## src/rtl/eu_pkg.sv

```systemverilog
// Shared types and opcode-class helpers for the eu_pipe execution unit.
package eu_pkg;

  typedef enum logic [3:0] {
    OP_ADD   = 4'h0,
    OP_SUB   = 4'h1,
    OP_AND   = 4'h2,
    OP_OR    = 4'h3,
    OP_XOR   = 4'h4,
    OP_NOT   = 4'h5,
    OP_SHL   = 4'h6,
    OP_SHR   = 4'h7,
    OP_MUL   = 4'h8,
    OP_LOAD  = 4'hE,
    OP_STORE = 4'hF
  } opcode_t;

  typedef enum logic [1:0] {
    ST_IDLE = 2'd0,
    ST_MUL  = 2'd1,
    ST_DONE = 2'd2
  } state_t;

  // Opcodes 0..ALU_OP_LAST are the single-cycle ALU class.
  localparam logic [3:0] ALU_OP_LAST = 4'h7;

  function automatic logic is_alu_op(input logic [3:0] op);
    return op <= ALU_OP_LAST;
  endfunction

  function automatic logic is_mul_op(input logic [3:0] op);
    return op == OP_MUL;
  endfunction

endpackage

```

## src/rtl/eu_alu.sv

```systemverilog
// Combinational single-cycle ALU: arithmetic, logic and 1-bit shifts with carry/borrow.
module eu_alu
  import eu_pkg::*;
#(
  parameter int DATA_W = 8
) (
  input  logic [3:0]        opcode,
  input  logic [DATA_W-1:0] a,
  input  logic [DATA_W-1:0] b,
  output logic [DATA_W-1:0] result,
  output logic              carry
);

  logic [DATA_W:0] sum;
  logic [DATA_W:0] diff;

  assign sum  = {1'b0, a} + {1'b0, b};
  // Top bit of the widened difference is the borrow, i.e. a < b.
  assign diff = {1'b0, a} - {1'b0, b};

  always_comb begin
    result = '0;
    carry  = 1'b0;
    case (opcode)
      OP_ADD: begin
        result = sum[DATA_W-1:0];
        carry  = sum[DATA_W];
      end
      OP_SUB: begin
        result = diff[DATA_W-1:0];
        carry  = diff[DATA_W];
      end
      OP_AND: result = a & b;
      OP_OR:  result = a | b;
      OP_XOR: result = a ^ b;
      OP_NOT: result = ~a;
      OP_SHL: begin
        result = {a[DATA_W-2:0], 1'b0};
        carry  = a[DATA_W-1];
      end
      OP_SHR: begin
        result = {1'b0, a[DATA_W-1:1]};
        carry  = a[0];
      end
      default: ;
    endcase
  end

endmodule

```

## src/rtl/eu_pipe.sv

```systemverilog
// Single-issue execution unit with a one-entry output slot and optional iterative
// shift-add multiplier (enabled by defining EU_MUL_EN; otherwise opcode 8 is a NOP).
module eu_pipe
  import eu_pkg::*;
#(
  parameter int DATA_W = 8,
  parameter int REG_AW = 3,
  parameter int MEM_AW = 4
) (
  input  logic              clk,
  input  logic              reset_n,
  input  logic              in_valid,
  output logic              in_ready,
  input  logic [3:0]        opcode,
  input  logic [REG_AW-1:0] dest_reg,
  input  logic [MEM_AW-1:0] mem_adr,
  input  logic [DATA_W-1:0] operand_a,
  input  logic [DATA_W-1:0] operand_b,
  input  logic [DATA_W-1:0] mem_rdata,
  output logic              out_valid,
  input  logic              out_ready,
  output logic              out_reg_we,
  output logic              out_mem_we,
  output logic [REG_AW-1:0] out_dest,
  output logic [MEM_AW-1:0] out_adr,
  output logic [DATA_W-1:0] out_data,
  output logic              flag_z,
  output logic              flag_c,
  output logic              busy
);

  logic [DATA_W-1:0]   alu_res;
  logic                alu_c;
  logic                slot_free;
  logic                accept;
  logic                mul_load;
  logic [2*DATA_W-1:0] mul_prod;
  logic [REG_AW-1:0]   mul_dest;

  eu_alu #(.DATA_W(DATA_W)) u_alu (
    .opcode (opcode),
    .a      (operand_a),
    .b      (operand_b),
    .result (alu_res),
    .carry  (alu_c)
  );

  assign slot_free = !out_valid || out_ready;
  assign accept    = in_valid && in_ready;

`ifdef EU_MUL_EN
  localparam int CNT_W = $clog2(DATA_W) + 1;

  state_t              state_q, state_d;
  logic [2*DATA_W-1:0] mcand_p1;
  logic [2*DATA_W-1:0] acc_p1;
  logic [2*DATA_W-1:0] acc_step;
  logic [DATA_W-1:0]   mplier_p1;
  logic [CNT_W-1:0]    cnt_p1;
  logic [REG_AW-1:0]   mul_dest_p1;

  assign acc_step = acc_p1 + (mplier_p1[0] ? mcand_p1 : '0);

  always_ff @(posedge clk or negedge reset_n) begin
    if (!reset_n) state_q <= ST_IDLE;
    else          state_q <= state_d;
  end

  always_comb begin
    state_d  = state_q;
    mul_load = 1'b0;
    case (state_q)
      ST_IDLE: if (accept && is_mul_op(opcode)) state_d = ST_MUL;
      ST_MUL: begin
        if (cnt_p1 == CNT_W'(DATA_W - 1)) begin
          if (slot_free) begin
            mul_load = 1'b1;
            state_d  = ST_IDLE;
          end else begin
            state_d  = ST_DONE;
          end
        end
      end
      ST_DONE: begin
        if (slot_free) begin
          mul_load = 1'b1;
          state_d  = ST_IDLE;
        end
      end
      default: state_d = ST_IDLE;
    endcase
  end

  // Multiplier datapath: one partial product per cycle; acc holds the product in DONE.
  always_ff @(posedge clk) begin
    if (state_q == ST_IDLE && accept && is_mul_op(opcode)) begin
      mcand_p1    <= {{DATA_W{1'b0}}, operand_a};
      mplier_p1   <= operand_b;
      acc_p1      <= '0;
      cnt_p1      <= '0;
      mul_dest_p1 <= dest_reg;
    end else if (state_q == ST_MUL) begin
      acc_p1    <= acc_step;
      mcand_p1  <= mcand_p1 << 1;
      mplier_p1 <= mplier_p1 >> 1;
      cnt_p1    <= cnt_p1 + 1'b1;
    end
  end

  assign mul_prod = (state_q == ST_DONE) ? acc_p1 : acc_step;
  assign mul_dest = mul_dest_p1;
  assign in_ready = (state_q == ST_IDLE) && slot_free;
  assign busy     = (state_q != ST_IDLE);
`else
  assign mul_load = 1'b0;
  assign mul_prod = '0;
  assign mul_dest = '0;
  assign in_ready = slot_free;
  assign busy     = 1'b0;
`endif

  // Output slot: a new result wins over draining; flags move only on ALU/MUL results.
  always_ff @(posedge clk or negedge reset_n) begin
    if (!reset_n) begin
      out_valid  <= 1'b0;
      out_reg_we <= 1'b0;
      out_mem_we <= 1'b0;
      out_dest   <= '0;
      out_adr    <= '0;
      out_data   <= '0;
      flag_z     <= 1'b0;
      flag_c     <= 1'b0;
    end else if (mul_load) begin
      out_valid  <= 1'b1;
      out_reg_we <= 1'b1;
      out_mem_we <= 1'b0;
      out_dest   <= mul_dest;
      out_data   <= mul_prod[DATA_W-1:0];
      flag_z     <= (mul_prod[DATA_W-1:0] == '0);
      flag_c     <= |mul_prod[2*DATA_W-1:DATA_W];
    end else if (accept && is_alu_op(opcode)) begin
      out_valid  <= 1'b1;
      out_reg_we <= 1'b1;
      out_mem_we <= 1'b0;
      out_dest   <= dest_reg;
      out_data   <= alu_res;
      flag_z     <= (alu_res == '0);
      flag_c     <= alu_c;
    end else if (accept && opcode == OP_LOAD) begin
      out_valid  <= 1'b1;
      out_reg_we <= 1'b1;
      out_mem_we <= 1'b0;
      out_dest   <= dest_reg;
      out_data   <= mem_rdata;
    end else if (accept && opcode == OP_STORE) begin
      out_valid  <= 1'b1;
      out_reg_we <= 1'b0;
      out_mem_we <= 1'b1;
      out_adr    <= mem_adr;
      out_data   <= operand_a;
    end else if (out_ready) begin
      out_valid  <= 1'b0;
      out_reg_we <= 1'b0;
      out_mem_we <= 1'b0;
    end
  end

endmodule
```

## config.mk

```make
export PLATFORM = sky130hd
export DESIGN_NAME = eu_pipe
export DESIGN_NICKNAME = d
export VERILOG_FILES = /design/src/rtl/eu_pkg.sv /design/src/rtl/eu_alu.sv /design/src/rtl/eu_pipe.sv
export SDC_FILE = /design/constraint.sdc
export NUM_CORES = 1
export LEC_CHECK = 0
export CAP_MARGIN = 10
export CORE_ASPECT_RATIO = 2
export CORE_UTILIZATION = 50
export DETAILED_ROUTE_END_ITERATION = 8
export PLACE_DENSITY = 0.92
export SYNTH_ARGS = -nofsm -noshare
export SYNTH_HDL_FRONTEND = slang
export SYNTH_SLANG_ARGS = --single-unit
```

## constraint.sdc

```tcl
create_clock -name clk -period 2.41 [get_ports clk]
set_clock_uncertainty 0.1 [all_clocks]
set_input_delay 0.3615 -clock clk [delete_from_list [all_inputs] [get_ports clk]]
set_output_delay 0.3615 -clock clk [all_outputs]
set_load 0.05 [all_outputs]
```

======== Word-level counts from Yosys, hierarchy flattened ========
Index checks and enable logic that the tools add are counted.
operators by class
  $lt $le $gt $ge ......................... 1
  equality and inequality tests ........... 9
  bitwise logic cells ..................... 6
  reductions and logical operators ........ 12
  add/subtract/negate cells ............... 2
  multiplexer cells ....................... 16
operators with widths
  cell                  number
  $pmux W8 S8           1
  $mux W8               3
  $eq A4 B3 Y1 const B  4
  $add A8 B8 Y9         1
  $mux W1               9
  $sub A8 B8 Y9         1
  $and A8 B8 Y8         1
  $eq A4 B2 Y1 const B  2
  $eq A4 B4 Y1 const B  2
  $logic_not A8 Y1      1
  $not A8 Y8            1
  $or A8 B8 Y8          1
  $xor A8 B8 Y8         1
  $mux W3               2
  $eq A4 B1 Y1 const B  1
  $le A4 B3 Y1 const B  1
  $logic_and A1 B1 Y1   4
  $logic_not A4 Y1      1
  $pmux W1 S4           1
  $reduce_bool A4 Y1    1
  $reduce_and A3 Y1     1
  $reduce_bool A3 Y1    1
  $not A1 Y1            2
  $reduce_bool A2 Y1    1
  2 further kinds       2
word-level totals
  register bits after elaboration ......... 20
  output and inout port bits .............. 22
  input port bits ......................... 39
  word-level logic and storage cells ...... 54

======== Logic depth before layout (Yosys ltp) ========
Gate-level depths: netlist of the first run.
  word-level depth ........................ 7
  mapped depth ............................ 11

======== Modules after synthesis ========
Synthesis of the first run repeated with hierarchy kept, for this count alone.
second synthesis, totals
  cell total of the unflattened synthesis .. 268
  area, all modules ....................... 2334.7 um2
by module, submodules not included
  module   area an instance (um2)  times used  cells each
  eu_alu   1327.5                  1           186
  eu_pipe  1007.2                  1           82

======== Worst setup path before layout of the first run ========
Ideal clock, no wire load.
  path kind ............................... register to register
  start ................................... register out_valid
  end ..................................... register out_dest[0]
  cell stages (with the launch flop) ...... 7
  clock period less this slack ............ 2.734 ns
  setup slack ............................. -0.324 ns
  arrival time ............................ 2.509 ns
  library setup time ...................... 0.125 ns
  cell sequence ........................... dfrtp_1 -> nand2b_1 -> and2_1 -> and4_1 -> clkbuf_1 -> a21boi_0 -> mux2_2
between the ends
  word-level cells in the longest chain between the ends .. 5
RTL lines
  item                                           RTL line                        RTL
  start, declared                                eu_pipe.sv:20                   output logic out_valid,
  start signal, assigned                         eu_pipe.sv:125                  out_valid <= 1'b0;
  start signal, assigned                         eu_pipe.sv:134                  out_valid <= 1'b1;
  start signal, assigned                         eu_pipe.sv:142                  out_valid <= 1'b1;
  $logic_not A1 Y1 (*)                           eu_pipe.sv:48                   assign slot_free = !out_valid || out_ready;
  $logic_or A1 B1 Y1 (*)                         eu_pipe.sv:48
  net in_ready                                   eu_pipe.sv:13                   output logic in_ready,
  $logic_and A1 B1 Y1 (*)                        eu_pipe.sv:49                   assign accept = in_valid && in_ready;
  $logic_and A1 B1 Y1 (on tied branches)         eu_pipe.sv:141, eu_pipe.sv:149
  $mux W3 or $reduce_bool A2 Y1 (tied branches)  n/a
  end signal, assigned                           eu_pipe.sv:137                  out_dest <= mul_dest;
  end signal, assigned                           eu_pipe.sv:145                  out_dest <= dest_reg;
  end signal, assigned                           eu_pipe.sv:153                  out_dest <= dest_reg;
  end, declared                                  eu_pipe.sv:24                   output logic [REG_AW-1:0] out_dest,
The timed path passes the listed nets; every way through them passes the cells marked *.
A chain may end at the register's enable or synchronous reset.

======== Worst setup path after layout of the first run ========
  start ................................... input operand_b[0]
  end ..................................... register flag_z
between the ends
  word-level cells in the longest chain between the ends .. 3
RTL lines
  item                                   RTL line        RTL
  start, declared                        eu_pipe.sv:18   input logic [DATA_W-1:0] operand_b,
  $sub A8 B8 Y9 (tied with other cells)  eu_alu.sv:19    assign diff = {1'b0, a} - {1'b0, b};
  $pmux W8 S8 (*)                        eu_alu.sv:24    case (opcode)
  $logic_not A8 Y1 (*)                   eu_pipe.sv:147  flag_z <= (alu_res == '0);
  end signal, assigned                   eu_pipe.sv:139  flag_z <= (mul_prod[DATA_W-1:0] == '0);
  end signal, assigned                   eu_pipe.sv:147
  end, declared                          eu_pipe.sv:27   output logic flag_z,
Mark *: on every way between the ends. The rest lies on a longest branch, timed or not.

==> results of run 1 <==
==> synthesized netlist by cell type (2+ instances only) <==
cell type / instances
inv_1: 27
nand2_1: 27
ha_1: 25
dfrtp_1: 20
o21ai_0: 16
nor2_1: 15
a21oi_1: 12
clkbuf_1: 11
mux2_2: 11
o211ai_1: 11
mux2i_1: 10
nand2b_1: 8
a31oi_1: 7
buf_2: 5
nor3_1: 5
a211oi_1: 4
o31ai_1: 4
xnor2_1: 4
a21o_1: 3
mux4_2: 3
nand3_1: 3
nand3b_1: 3
a221oi_1: 2
a311oi_1: 2
a32o_1: 2
buf_1: 2
fa_1: 2
nor4_1: 2
o21bai_1: 2
o22ai_1: 2
o311a_1: 2
xor2_1: 2
==> power breakdown <==
part | switching (mW) | internal, mW
Sequential | 0.0495 | 0.401
Clock | 0.124 | 0.222
Combinational | 0.635 | 0.470
Total | 0.809 | 1.09
==> registers in the layout, summed over array words and instances (netlist names) <==
signal and flops:
flag_c 1, flag_z 1, out_adr 4, out_data 8, out_dest 3, out_mem_we 1, out_reg_we 1, out_valid 1
==> final cells by class <==
type                    count  area (um2)
fillers                   218         568
flip-flops and latches     20         502
clock inverters             1        30.0
repair buffers            144        1250
multi-input cells         213        1850
clock buffers               3        41.3
inverters                  29         118
well taps                  54        67.6
==> critical path: cells and delay by family <==
family	cells	cell delay, ns
AND/OR/NAND/NOR	2	0.67
adder cells (fa/ha/maj)	2	0.63
multiplexers	1	0.47
AO/OA/AOI/OAI	2	0.34
buffers and inverters	3	0.17
==> per-layer routing <==
metal	wire length, um	track usage [%]
met3	925	9.41
met1	3430	43.2
met5	0	0
met4	898	34.6
met2	5070	72.1
==> metrics by stage <==
stage | instances | hold WS, ns | instance area (um2) | utilization [%]
2_1_floorplan | 281 | -0.0341 | 2370 | -
3_3_place_gp | 450 | 0.380 | 3500 | 79.2
3_5_place_dp | 450 | 0.395 | 3500 | 79.2
4_1_cts | 461 | 0.340 | 3750 | 84.8
5_1_grt | 464 | 0.334 | 3860 | 87.2
6_report | 464 | 0.336 | 3860 | 87.2
==> timing repair <==
action,CTS,global route
buffers inserted,7,3
pin swaps,12,10
endpoints found under the setup margin,7,6
gates resized for setup,64,18
==> cell families (layout without fill, tap and decap cells) <==
family | count (synthesis) | count (layout)
compound gates | 82 | 82
xor+xnor | 6 | 6
fa+ha+maj | 27 | 27
buf+inv | 48 | 177
flops | 20 | 20
mux | 25 | 25
other cells | 1 | 1
simple gates | 72 | 72
==> final timing paths <==
kind	end	depth (start not counted)	from
min in group clk	out_dest[0]$_DFFE_PN0P_	1	out_dest[0]$_DFFE_PN0P_
setup reg to reg	out_dest[2]$_DFFE_PN0P_	6	out_valid$_DFFE_PN0P_
hold / removal	out_data[3]$_DFFE_PN0P_	2	reset_n
hold reg to reg	out_dest[0]$_DFFE_PN0P_	1	out_dest[0]$_DFFE_PN0P_
max in group asynchronous	out_valid$_DFFE_PN0P_	2	reset_n
setup / recovery	flag_z$_DFFE_PN0P_	10	operand_b[0]
==> impl_results.md, run 1 <==
- Status: finished with violations
- Failing checks: negative setup slack
- Worst hold-check path type: primary input to asynchronous set/reset pin
- Most common cell after layout, fill and taps aside: buf_4
- Reg2reg setup slack: 0.34 ns
- CP max-delay cell: fa_1
- Clk sinks: 20
- Worst-margin pin slew: 0.518 ns
- Post-synth cell types: 59
- Total core area: 4420 um2
- Final min period: about 2.5 ns
- Mapped Cells: 281
- Peak VDD IR: 0.000514 V
- First DRT Iteration DRCs: 214
- Post-Syn Area: 2340 um2
- Grt total ovfl: 0
- Die ar.: 4980 um2
- Crit-path max FO: 3
- Max H-tree Level: 1
- Layout cells sized above 1: between 30% and 40%
- Most frequent cells in the layout: buf_4, clkdlybuf4s50_1, nand2_1
- Mux contribution to synthesized area: between 10 and 15%
- Final net count: 477
- Max_cap viols: 0
- Final HPWL DP: 6.52 mm
- Placer Congestion: ~1.1
- Crit Path Class: primary input to register
- Total number of vias: 3082
- Mean post-synth cell area: 8.33 um2
- Max transition margin: around two thirds
- I/O Pins: 61
- Finish-stage setup viols: 1
- Drt drc: 0
- CTS tree: yes
- Sequential area share after synthesis: 21.4%
- XOR/XNOR Fraction of Synth Area: 2.24%
- Crit end category: register
- Worst-Skew Late Latency: approximately 0.27 ns
- IO Port Bufs: 59
- Synth warn: 0
- Final worst setup slack: -0.115 ns
- EDFF count, synth: 0
- Final ANT Viol Nets: 0
- Vias in the first global route: roughly 3300
- Synthesis-to-finish area growth: 64.7%
- Leak Pwr: approximately 1.8 nW
- Critical path data arrival time: 2.64 ns
- Top_reg_cell synth: dfrtp_1
- WL per Instance: between 20 and 25 um
- DRT Pass-1 Iters: 5
- First-pass GRT wire length: between 15 and 20 mm
- Fmax: 0.396 GHz
- Largest net degree at the start of global routing: 21
- DR vias/cell: 6.64
- Main combinational cell family by area after synthesis: compound AO/OA/AOI/OAI gates
- Net Count, Synth: between 300 and 400
- Total Wirelength: 10.3 mm
- Die Wd: 50.4 um
- Synth Area in Simple Gates: 15.2%
- Startpoint Class: primary input
- PD cells: 493 nW/um2
- Hold_buf cts: 0
- Overall Global Routing Usage: 42.7%
- Setup TNS: -0.115 ns
- Req. time, crit path: 2.52 ns
- Synth area leader: dfrtp_1
- Max clock buf depth: 2
- Initial antenna violation count: 0
- Number of diodes: 0
- Final Max Slew Viols: 0
- Crit-path max cell delay: 0.50 ns
- RSZ-0062 raised after global routing: yes
- Total power: 1.90 mW
- Area share of the largest cell type after synthesis: 21.4%
- Row cnt: 34
- CP cell instances: buf_8 -> ha_4 -> inv_2 -> fa_1 -> inv_1 -> mux4_2 -> a22oi_2 -> or4b_4 -> nor3_2 -> a32o_1
- Async SR Flop Fraction: between 90% and 100%
- Period Utilization, post-route: 105%
- Die Y: 98.8 um
- Clock Tree Root: clkbuf_8
- Synth Area in Adders: 15.1%
- Yosys reg bits: 20
- Clk slew on worst S/H paths: roughly 0.090 ns
- Compound-Gate Fraction of Synth Area: 24.3%
- Final hold viol count: 0
- Initial Util: 52.9%
- Total CTS buffers: 3
- DP Worst Slack: -0.920 ns
- Synth area leaders: dfrtp_1, ha_1, mux2_2, inv_1, nand2_1
No activity file was read; power rests on OpenSTA's default activity.
==> run 2: changes to the inputs <==
- SLEW_MARGIN: unset -> 20
==> results of run 2 <==
Final layout, timing and power as in run 1 (identical DEF).
==> edit 1 (settings of run 2) <==
`DATA_W` is set to 8 in 2 places; all go to 10.
--- a/src/rtl/eu_alu.sv
+++ b/src/rtl/eu_alu.sv
@@ -3,5 +3,5 @@
   import eu_pkg::*;
 #(
-  parameter int DATA_W = 8
+  parameter int DATA_W = 10
 ) (
   input  logic [3:0]        opcode,
--- a/src/rtl/eu_pipe.sv
+++ b/src/rtl/eu_pipe.sv
@@ -4,5 +4,5 @@
   import eu_pkg::*;
 #(
-  parameter int DATA_W = 8,
+  parameter int DATA_W = 10,
   parameter int REG_AW = 3,
   parameter int MEM_AW = 4
Ports: changed (resized mem_rdata, operand_a, operand_b and out_data); port bits go from 61 to 69. No check against the original RTL was run, so the function may have changed too.
==> edit 1 against run 2 <==
- the run now fails in global routing (5_1_grt)
- synthesized area grew 22%
==> edit 1: results (changes against run 2) <==
INFO  timing         endpoint_type=sequential cell input
INFO  synthesis      synth_ff_type=sky130_fd_sc_hd__dfrtp_1
INFO  clocking       clk_sinks=22 [+10%]
INFO  global_routing globalRouteTotalUtil=70.0%
INFO  synthesis      synth_edf_count=0 [unchanged]
INFO  synthesis      ys_async_sr_fraction=100% [unchanged]
INFO  synthesis      ys_seq_area_share=19.3% [-2.1 points]
INFO  timing         worst_path_endpoint_after_global_route_repair_timing=flag_z$_DFFE_PN0P_/D
INFO  clocking       cts_root_buf=sky130_fd_sc_hd__clkbuf_8
INFO  synthesis      adder_and_majority_cell_fraction_of_the_synthesized_area=15.0% [-0.052 points]
INFO  synthesis      syn-num-nets=426 [+23%]
INFO  synthesis      yosysWarnings=0 [unchanged]
INFO  global_routing grt_max_degree=23
INFO  global_routing grt.overflow.total=76
INFO  synthesis      xor_xnor_share_of_the_synthesized_area=1.54% [-0.71 points]
INFO  place          dp_cells=565 [+26%]
INFO  place          dp_hpwl=8710um [+33%]
INFO  synthesis      synth.lib_cells_used.distinct=64 [+8.5%]
INFO  status         lastStage=global routing (5_1_grt)
INFO  status         outcome=aborted with a tool error
INFO  clocking       h-tree-depth=1 [unchanged]
INFO  synthesis      synth_compound_gate_area_share=27.2% [+2.9 points]
INFO  status         tool_error=[ERROR GRT-0232] Routing congestion too high. Check the congestion heatmap in the GUI.
INFO  synthesis      yosys-top-cells-area=sky130_fd_sc_hd__dfrtp_1 (19%), sky130_fd_sc_hd__ha_1 (14%), sky130_fd_sc_hd__a21oi_1 (5.4%)
INFO  clocking       clock_buffers_created_by_tritoncts=3 [unchanged]
INFO  place          io_buffers=67 [+14%]
INFO  clocking       clock_path_buffers=2 [unchanged]
INFO  synthesis      syn_inst=348 [+24%]
INFO  place          globalplace.congestion=0.992 [-8.4%]
INFO  synthesis      synth.top_cells.by_count=sky130_fd_sc_hd__a21oi_1 (31), sky130_fd_sc_hd__ha_1 (31), sky130_fd_sc_hd__inv_1 (29), sky130_fd_sc_hd__nor2_1 (29), sky130_fd_sc_hd__nand2_1 (23)
INFO  synthesis      synth_mux_area_share=11.7% [-1.8 points]
-- edit 1: cell types whose count changed after synthesis, sizes merged, moves of 4 or more --
| cell | delta |
|---|---|
| a21oi | +19 |
| a31oi | -4 |
| buf | +7 |
| clkbuf | -4 |
| ha | +6 |
| mux2i | +5 |
| nand2 | -4 |
| nor2 | +14 |
| o21ai | +6 |
-- edit 1: through the flow --
step                TNS [ps]  util (%)  instance area (um2)  hold WS, ps  setup WS [ps]
floorplan                  0         -                 2860        -34.1           6.88
global placement       -4810      79.2                 4330          364           -683
detailed placement     -6470      79.2                 4330          400           -802
CTS                        0      88.1                 4820          375           1.85
-- edit 1: timing repair --
item | in CTS
gates resized for setup | 122
setup endpoints to repair | 10
pin swaps | 29
hold buffers | 0
setup buffers | 12
-- edit 1: per-layer routing --
metal,GRT overflow,GRT usage (%)
met1,1,62.3
met3,0,41.2
met5,0,2.68
met4,27,85.4
met2,48,98.9
==> edit 2 (config.mk and constraints of run 2) <==
Without the edit above. Put one more register stage on the output `flag_z`, without a reset. The value now appears one clock later. The other outputs are not delayed to match.
--- a/src/rtl/eu_pipe.sv
+++ b/src/rtl/eu_pipe.sv
@@ -29,4 +29,6 @@
   output logic              busy
 );
+
+  logic flag_z_s0;
 
   logic [DATA_W-1:0]   alu_res;
@@ -129,5 +131,5 @@
       out_adr    <= '0;
       out_data   <= '0;
-      flag_z     <= 1'b0;
+      flag_z_s0  <= 1'b0;
       flag_c     <= 1'b0;
     end else if (mul_load) begin
@@ -137,5 +139,5 @@
       out_dest   <= mul_dest;
       out_data   <= mul_prod[DATA_W-1:0];
-      flag_z     <= (mul_prod[DATA_W-1:0] == '0);
+      flag_z_s0  <= (mul_prod[DATA_W-1:0] == '0);
       flag_c     <= |mul_prod[2*DATA_W-1:DATA_W];
     end else if (accept && is_alu_op(opcode)) begin
@@ -145,5 +147,5 @@
       out_dest   <= dest_reg;
       out_data   <= alu_res;
-      flag_z     <= (alu_res == '0);
+      flag_z_s0  <= (alu_res == '0);
       flag_c     <= alu_c;
     end else if (accept && opcode == OP_LOAD) begin
@@ -166,3 +168,7 @@
   end
 
+  always_ff @(posedge clk) begin
+    flag_z <= flag_z_s0;
+  end
+
 endmodule
Behaviour: not the same (Yosys sat finds a counterexample within 4 cycles, from zero or initial values and one cycle with reset_n low).
==> edit 2 against run 2 <==
- the run still ends with setup timing left
- routed wire length rose by 0.30%
- critical path depth grew 1
- via count increased by 4.3%
- synthesized area rose by 0.91%
- core utilization shrank 1.9 points
- sequential cell count up 1
- worst hold slack about the same
- power decreased by 7.1%
- worst setup slack better by 51 ps
- first-iteration DRC count rose by 46%
- design area rose by 0.75%
- highest routed layer unchanged
==> edit 2: results (changes against run 2) <==
INFO  drt            avgViaCountPerCell=6.56 [-1.3%]
INFO  status         outcome=finished, violations left
INFO  worst_setup_path critical-path-max-stage-delay=450ps [-50 ps]
INFO  worst_setup_path worstSetupEndpoint=flag_z_s0$_DFFE_PN0P_
INFO  synthesis      synth.lib_cells_used.distinct=56 [-5.1%]
INFO  drt            dr_total_vias=3214 [+4.3%]
INFO  finish         layout-drive-gt1-share=36.8% [-0.048 points]
INFO  synthesis      ys_seq_area_share=22.0% [+0.65 points]
INFO  worst_setup_path timing.critical_path.slowest_stage_cell=sky130_fd_sc_hd__or4_1
INFO  place          dp_hpwl=6740um [+3.3%]
INFO  global_routing grt_first_pass_wirelength=15400um [-4.0%]
INFO  timing         worst_case_setup_margin_in_the_final_layout=-63.4ps [+51.2 ps]
INFO  timing         setup_violations=1 [unchanged]
INFO  pwr            power.static_leakage=1.88nW [+4.0%]
INFO  synthesis      syn-num-nets=368 [+6.1%]
INFO  global_routing number_of_global_route_vias_before_repair=3250 [-1.6%]
INFO  timing         hold_slack=336ps [-0.332 ps]
INFO  place          globalplace.congestion=1.09 [+0.30%]
INFO  synthesis      ys_async_sr_fraction=95.2% [-4.8 points]
INFO  worst_setup_path critical_path_arrival=2550ps [-90 ps]
INFO  drt            routedWlPerCell=21.1um [-5.0%]
INFO  finish         finish.net_count=502 [+5.2%]
INFO  place          dp_cells=475 [+5.6%]
INFO  timing         worstMarginPinSlew=557ps [+39.6 ps]
INFO  worst_setup_path r2r_cells=7 [+1]
INFO  status         failed_checks=setup timing
INFO  place          postPlaceCellArea=0.00351mm2 [+0.32%]
INFO  global_routing globalRouteTotalUtil=40.2% [-2.5 points]
INFO  synthesis      yosys-top-cells-area=sky130_fd_sc_hd__dfrtp_1 (21%), sky130_fd_sc_hd__ha_1 (13%), sky130_fd_sc_hd__mux2i_1 (6.8%)
INFO  timing         finalSetupTns=-63.4ps [+51.2 ps]
## edit 2: changes by cell type after synthesis, sizes merged, moves of 3 or more
cell / delta
nor2: +11
a21oi: +8
o211ai: -8
mux2i: +6
nor3: +5
nand2b: -4
nor2b: +4
a211oi: +3
a31oi: -3
mux4: -3
o21ai: +3
## edit 2: repair_timing
action	in CTS	in global routing
pin swaps	10	22
setup buffers	3	9
setup endpoints to repair	9	8
resized for setup	47	54
## edit 2: cell type report
cell class / count / area (um2)
clock buffers: 3 / 41.3
inverters: 28 / 105
fillers: 241 / 669
well taps: 55 / 68.8
repair buffers: 146 / 1250
clock inverters: 1 / 5.00
flip-flops and latches: 21 / 520
multi-input cells: 236 / 1900
## edit 2: metal layers
metal / vias to the layer above / share of wire (%) / routed length [um] / GRT usage [%]
met1: 1457 / 31 / 3210 / 40.7
li1: 1335 / - / - / -
met2: 297 / 51 / 5280 / 73.6
met3: 125 / 8.9 / 925 / 5.20
met5: - / 0 / 0 / 0
met4: 0 / 9.1 / 942 / 25.9
## edit 2: cell families after synthesis
group / after synthesis / synth area share [%]
AO/OA/AOI/OAI: 79 / 21.3
XOR/XNOR: 5 / 1.85
adder cells (fa/ha/maj): 27 / 14.9
buffers and inverters: 45 / 7.73
flip-flops: 21 / 22.0
multiplexers: 26 / 12.0
other: 1 / 0.159
AND/OR/NAND/NOR: 98 / 19.9
## edit 2: critical path: cells and delay by family
family	cells	cell delay, ps
fa+ha+maj	2	530
simple gates	5	1060
compound gates	2	480
buf+inv	2	120
## edit 2: where the power goes
group / switching [mW] / internal, mW
sequential: 0.0387 / 0.418
clock: 0.118 / 0.115
combinational: 0.630 / 0.447
total: 0.786 / 0.980
